## config.mk

```make
export PLATFORM = sky130hd
export DESIGN_NAME = uart_rx_core_flat
export DESIGN_NICKNAME = d
export VERILOG_FILES = /design/src/rtl/uart_pkg.sv /design/src/rtl/uart_rx_core_if.sv /design/src/rtl/uart_rx_sync.sv /design/src/rtl/uart_rx_core.sv /design/src/flat_wrapper.sv
export SDC_FILE = /design/constraint.sdc
export NUM_CORES = 1
export LEC_CHECK = 0
export BUFFER_PORTS_ARGS = -buffer_cell sky130_fd_sc_hd__buf_2
export CAP_MARGIN = 20
export CELL_PAD_IN_SITES_DETAIL_PLACEMENT = 1
export CELL_PAD_IN_SITES_GLOBAL_PLACEMENT = 1
export CORE_MARGIN = 3
export CORE_UTILIZATION = 30
export DETAILED_ROUTE_END_ITERATION = 8
export GPL_TIMING_DRIVEN = 0
export PLACE_DENSITY_LB_ADDON = 0.1
export SLEW_MARGIN = 0
export SYNTH_ARGS = -nofsm -noshare
export SYNTH_HDL_FRONTEND = slang
export SYNTH_SLANG_ARGS = --single-unit
```

## constraint.sdc

```tcl
create_clock -name clk -period 1.1 [get_ports clk]
set_input_delay 0.055 -clock clk [delete_from_list [all_inputs] [get_ports clk]]
set_output_delay 0.055 -clock clk [all_outputs]
set_load 0.01 [all_outputs]
```

## src/rtl/uart_pkg.sv

```systemverilog
// Shared UART definitions: receiver state encoding and build-time defaults.
// Imported by the receive core, its synchronizer and the interface.
package uart_pkg;

  localparam int DATA_BITS_DEF   = 8;
  localparam int SYNC_STAGES_DEF = 2;

  typedef enum logic [1:0] {
    IDLE  = 2'd0,
    START = 2'd1,
    DATA  = 2'd2,
    STOP  = 2'd3
  } rx_state_t;

  // Bit counter must hold the value DATA_BITS without wrapping.
  function automatic int cnt_width(input int bits);
    return $clog2(bits + 1);
  endfunction

endpackage

```

## src/rtl/uart_rx_core_if.sv

```systemverilog
// Receive-side bundle: serial line, baud-generator handshake and byte output.
// The slave modport is the receiver core; master is the line/generator/consumer side.
interface uart_rx_core_if #(
  parameter int DATA_BITS = uart_pkg::DATA_BITS_DEF
);

  logic                 rx;
  logic                 clk_baud;
  logic                 baud_enable;
  logic [DATA_BITS-1:0] rx_data;
  logic                 rx_valid;
  logic                 frame_error;
  logic                 busy;

  modport slave (
    input  rx,
    input  clk_baud,
    output baud_enable,
    output rx_data,
    output rx_valid,
    output frame_error,
    output busy
  );

  modport master (
    output rx,
    output clk_baud,
    input  baud_enable,
    input  rx_data,
    input  rx_valid,
    input  frame_error,
    input  busy
  );

endinterface

```

## src/rtl/uart_rx_sync.sv

```systemverilog
// Metastability synchronizer for the asynchronous rx line plus falling-edge
// detect on the synchronized copy.
module uart_rx_sync #(
  parameter int STAGES = uart_pkg::SYNC_STAGES_DEF
) (
  input  logic clk,
  input  logic reset,
  input  logic rx,
  output logic rx_s,
  output logic fall
);

  logic [STAGES-1:0] chain;
  logic              rx_prev;

  // NOTE: flops reset to 1 (line idle level) so leaving reset never looks like a start edge.
  always_ff @(posedge clk) begin
    if (!reset) begin
      chain   <= '1;
      rx_prev <= 1'b1;
    end else begin
      chain   <= {chain[STAGES-2:0], rx};
      rx_prev <= chain[STAGES-1];
    end
  end

  assign rx_s = chain[STAGES-1];
  assign fall = rx_prev & ~rx_s;

endmodule

```

## src/rtl/uart_rx_core.sv

```systemverilog
// 8N1-style UART receiver FSM: detects the start edge, runs the baud generator,
// samples on its mid-bit tick and strobes the assembled byte or a framing error.
module uart_rx_core
  import uart_pkg::*;
#(
  parameter int DATA_BITS   = DATA_BITS_DEF,
  parameter int SYNC_STAGES = SYNC_STAGES_DEF
) (
  input logic          clk,
  input logic          reset,
  uart_rx_core_if.slave bus
);

  localparam int CW = cnt_width(DATA_BITS);

  if (DATA_BITS < 5 || DATA_BITS > 8) begin : g_bad_data_bits
    $error("uart_rx_core: DATA_BITS must be 5..8");
  end
  if (SYNC_STAGES < 2) begin : g_bad_sync_stages
    $error("uart_rx_core: SYNC_STAGES must be at least 2");
  end

  logic rx_s;
  logic fall;

  uart_rx_sync #(.STAGES(SYNC_STAGES)) u_sync (
    .clk   (clk),
    .reset (reset),
    .rx    (bus.rx),
    .rx_s  (rx_s),
    .fall  (fall)
  );

  rx_state_t            state;
  logic [DATA_BITS-1:0] shift;
  logic [CW-1:0]        bit_cnt;
  logic [DATA_BITS-1:0] rx_data;
  logic                 rx_valid;
  logic                 frame_error;
  logic                 baud_enable;
  logic                 busy;
  logic                 tick;

  // A tick that arrives while the generator is held off is stale and ignored.
  assign tick = bus.clk_baud & baud_enable;

  // NOTE: all state and outputs update with non-blocking assignments so every
  // branch below reads the pre-edge values of the registers.
  always_ff @(posedge clk) begin
    if (!reset) begin
      state       <= IDLE;
      shift       <= '0;
      bit_cnt     <= '0;
      rx_data     <= '0;
      rx_valid    <= 1'b0;
      frame_error <= 1'b0;
      baud_enable <= 1'b0;
      busy        <= 1'b0;
    end else begin
      rx_valid    <= 1'b0;
      frame_error <= 1'b0;
      unique case (state)
        IDLE: begin
          if (fall) begin
            state       <= START;
            baud_enable <= 1'b1;
            busy        <= 1'b1;
          end
        end
        START: begin
          if (tick) begin
            if (!rx_s) begin
              state   <= DATA;
              bit_cnt <= '0;
            end else begin
              state       <= IDLE;
              baud_enable <= 1'b0;
              busy        <= 1'b0;
            end
          end
        end
        DATA: begin
          if (tick) begin
            // LSB arrives first, so shifting right leaves it in bit 0 at the end.
            shift   <= {rx_s, shift[DATA_BITS-1:1]};
            bit_cnt <= bit_cnt + CW'(1);
            if (bit_cnt == CW'(DATA_BITS - 1)) begin
              state <= STOP;
            end
          end
        end
        STOP: begin
          if (tick) begin
            if (rx_s) begin
              rx_data  <= shift;
              rx_valid <= 1'b1;
            end else begin
              frame_error <= 1'b1;
            end
            state       <= IDLE;
            baud_enable <= 1'b0;
            busy        <= 1'b0;
          end
        end
      endcase
    end
  end

  assign bus.rx_data     = rx_data;
  assign bus.rx_valid    = rx_valid;
  assign bus.frame_error = frame_error;
  assign bus.baud_enable = baud_enable;
  assign bus.busy        = busy;

endmodule

```

## src/flat_wrapper.sv

```systemverilog
// flat-port wrapper written by rule: the top's interface ports become plain ports
module uart_rx_core_flat import uart_pkg::*;
#(
  parameter int DATA_BITS   = DATA_BITS_DEF,
  parameter int SYNC_STAGES = SYNC_STAGES_DEF
)
  (clk, reset, bus_rx, bus_clk_baud, bus_baud_enable, bus_rx_data, bus_rx_valid, bus_frame_error, bus_busy);
  uart_rx_core_if #(.DATA_BITS(DATA_BITS)) bus_i ();
  input logic clk;
  input logic reset;
  input wire logic [$bits(bus_i.rx)-1:0] bus_rx;
  input wire logic [$bits(bus_i.clk_baud)-1:0] bus_clk_baud;
  output wire logic [$bits(bus_i.baud_enable)-1:0] bus_baud_enable;
  output wire logic [$bits(bus_i.rx_data)-1:0] bus_rx_data;
  output wire logic [$bits(bus_i.rx_valid)-1:0] bus_rx_valid;
  output wire logic [$bits(bus_i.frame_error)-1:0] bus_frame_error;
  output wire logic [$bits(bus_i.busy)-1:0] bus_busy;
  assign bus_i.rx = bus_rx;
  assign bus_i.clk_baud = bus_clk_baud;
  assign bus_baud_enable = bus_i.baud_enable;
  assign bus_rx_data = bus_i.rx_data;
  assign bus_rx_valid = bus_i.rx_valid;
  assign bus_frame_error = bus_i.frame_error;
  assign bus_busy = bus_i.busy;
  uart_rx_core #(.DATA_BITS(DATA_BITS), .SYNC_STAGES(SYNC_STAGES)) u_core (.clk(clk), .reset(reset), .bus(bus_i));
endmodule
```

==> run metrics <==
worst-margin pin slew 0.656 ns; CTS Sinks 28; area delta synth->final 38.0%; leakage 0.559 nW; Final #Nets 160; worst setup margin -0.145 ns; total gr overflow 0; Yosys cell types 27; Fmax 0.803 GHz; clk buf depth 2; Pins Over Slew Limit 0; Simple-Gate Fraction of Synth Area 24.6%; P_sw 377 uW; failing checks setup timing; crit path launch type register; Fin. Hold Viols 0; maximum vdd drop 0.999 mV; initial antenna violation count 0; Post-Synth Adder-Cell Area 1.14%; via count 968; sw frac 22.9%; R2R Setup Slk -0.15 ns; Final Power 1.64 mW; Mapped Cells 122; vias in the first global route 927; Finished Layout Cells 200; drt first pass iters 4; H-tree depth 1; Seq pwr share 63.1%; CTS tree yes; Finish-stage setup viols 22; largest net degree at the start of global routing 16; Synth Register Bits 28; final core utilization 44.2%; internal power 1.26 mW; die area 0.00441 sq mm; ANT cells 0; post-layout min period 1.25 ns; R2R depth 5; Post-Route WL 2740 microns; number of max-cap violations 0; top-level port count 16; setup slack at placement -0.225 ns; root buf cell clkbuf_4; outcome complete, but fails checks; share of cells above drive strength 1 39.6%; final period utilization 113%; Clk pwr share 31.0%; largest family of logic cells by synthesized area simple AND/OR/NAND/NOR gates; Mapped Nets 127; Row Count 21; DIE WIDTH 66.4 microns; Comb pwr share 6.0%; Reg clk slew, reported paths 0.15 ns; pwr dens 1090 mW/mm^2; Min-Delay Path Class in2reg; Global Route Usage Sum 13.5%; CP endpoint kind register; hold path startpoint reset; post-synthesis xor/xnor area fraction 0%; Initial Util 32.0%; DRC 0; Routed WL per cell 13.7 microns; Post-Synthesis Cell Area 0.00109 sq mm; Core Area 0.00342 sq mm; complex-gate fraction of the synthesized area 12.2%; first-pass GRT wire length 4540 microns; Critical Path RT 1.37 ns; die height 66.4 microns; Routed Antenna Nets 0; post-synthesis average cell area 8.96 sq um; drt initial violations 39; Post-Route Skew 0.00735 ns; Slew headroom 56.3%; Seq/Total Area, Yosys 51.3%; Inserted Clock Buffers 3; CP max FO 7; mux share of post-synthesis cell area 7.32%; Worst Path Arrival 1.52 ns; GPL Wtd Cong 0.739; Worst Setup Path Type reg2reg; termination of the worst setup path u_core.bit_cnt[0]; Cells after DPL 183; port bufs 15; RR Endpoint u_core.bit_cnt[0]; worst skew pair latency 0.33 ns; Ys Warns 0; Vias/cell 4.84; Post-DP HPWL 1770 microns; RSZ-0062 raised after global routing yes
## cells in the final DEF, fill, tap and decap left out, drive strengths merged, types with 2 or more instances in the layout
| master | instances |
|---|---|
| a21oi | 13 |
| buf | 28 |
| clkbuf | 8 |
| dfxtp | 28 |
| dlygate4sd3 | 2 |
| mux2i | 8 |
| nand2 | 38 |
| nand2b | 4 |
| nand3 | 4 |
| nand4b | 2 |
| nor2 | 2 |
| nor3 | 2 |
| o21ai | 3 |
## flip-flops by register name, indices dropped and copies added, names as in the netlist, named ones only
name / cells
u_core.bus.rx_valid: 1
u_core.shift: 8
u_core.bus.frame_error: 1
u_core.u_sync.chain: 2
u_core.bit_cnt: 4
u_core.u_sync.rx_prev: 1
u_core.state: 1
u_core.bus.baud_enable: 1
u_core.bus.rx_data: 8
## metal layers
layer	GRT usage (%)	wire, microns	up-vias
li1	-	-	482
met1	17.1	1310	474
met2	22.2	1330	10
met3	3.74	73	2
met4	3.81	23	0
met5	0	0	-
## synth_stat cells (all sizes together)
cell / instances / area [sq um]
o21ai: 3 / 15.0
or3b: 1 / 8.76
nor2: 2 / 15.0
nand2: 38 / 143
nor3: 2 / 10.0
a211oi: 1 / 7.51
nand4b: 2 / 23.8
o311a: 1 / 10.0
buf: 3 / 22.5
and4b: 1 / 10.0
inv: 1 / 3.75
o21bai: 1 / 7.51
or3: 1 / 6.26
a41oi: 1 / 8.76
mux2i: 8 / 80.1
a21oi: 13 / 68.8
nand3: 4 / 20.0
o21a: 1 / 7.51
clkbuf: 3 / 11.3
ha: 1 / 12.5
a311oi: 1 / 8.76
nor3b: 1 / 7.51
dfxtp: 28 / 561
nand2b: 4 / 25.0
## worst min path at each step
stage	to	slack [ns]	cells past startpoint
2_1_floorplan	u_core.u_sync.chain[0]	0.13	1
3_3_place_gp	u_core.u_sync.chain[0]	0.24	2
3_5_place_dp	u_core.u_sync.chain[0]	0.24	2
4_1_cts	u_core.bit_cnt[2]	0.05	3
5_1_grt	u_core.bit_cnt[2]	0.08	3
6_report	u_core.bit_cnt[2]	0.07	3
## layout make-up
| cell class | instances | area (sq um) |
|---|---|---|
| Timing Repair Buffer | 28 | 194 |
| Tap cell | 46 | 57.6 |
| Fill cell | 414 | 1910 |
| Buffer | 6 | 41.3 |
| Sequential cell | 28 | 578 |
| Inverter | 1 | 3.75 |
| Clock buffer | 4 | 36.3 |
| Multi-Input combinational cell | 87 | 598 |
## cell families after synthesis
kind of cell               count (synthesis)
AOI/OAI and AO/OA                         22
adders and majority gates                  1
buffers and inverters                      7
DFF                                       28
muxes                                      8
and+or+nand+nor                           56
## stage by stage
| stage | TNS (ns) | hold WS (ns) | cell area [sq um] |
|---|---|---|---|
| 2_1_floorplan | -0.0116 | 0.128 | 1100 |
| 3_3_place_gp | -2.39 | 0.241 | 1230 |
| 3_5_place_dp | -3.15 | 0.241 | 1230 |
| 4_1_cts | -1.50 | 0.0545 | 1390 |
| 5_1_grt | -3.15 | 0.0838 | 1510 |
| 6_report | -1.59 | 0.0723 | 1510 |
## power by group through the flow
stage	registers [mW]	clock network, mW	logic [mW]
2_1_floorplan	1.06	0	0.0413
3_3_place_gp	1.06	0	0.0713
3_5_place_dp	1.06	0	0.0731
4_1_cts	1.03	0.539	0.0892
5_1_grt	1.04	0.572	0.108
6_report	1.04	0.508	0.0983
## worst max-delay path: stages, from the launching register on
cell	delay [ns]
dfxtp_2	0.37
buf_6	0.11
and4b_2	0.31
clkbuf_4	0.20
o21ai_1	0.06
a21oi_1	0.13
## timing repair
item / in CTS / in global routing
setup buffers: 6 / 4
hold buffers: 2 / 0
cloned: 0 / 1
setup endpoints to repair: 21 / 24
gates resized for setup: 12 / 24
endpoints found under the hold margin: 3 / 0
pin swaps: 3 / 4
No activity file was read; power rests on OpenSTA's default activity.
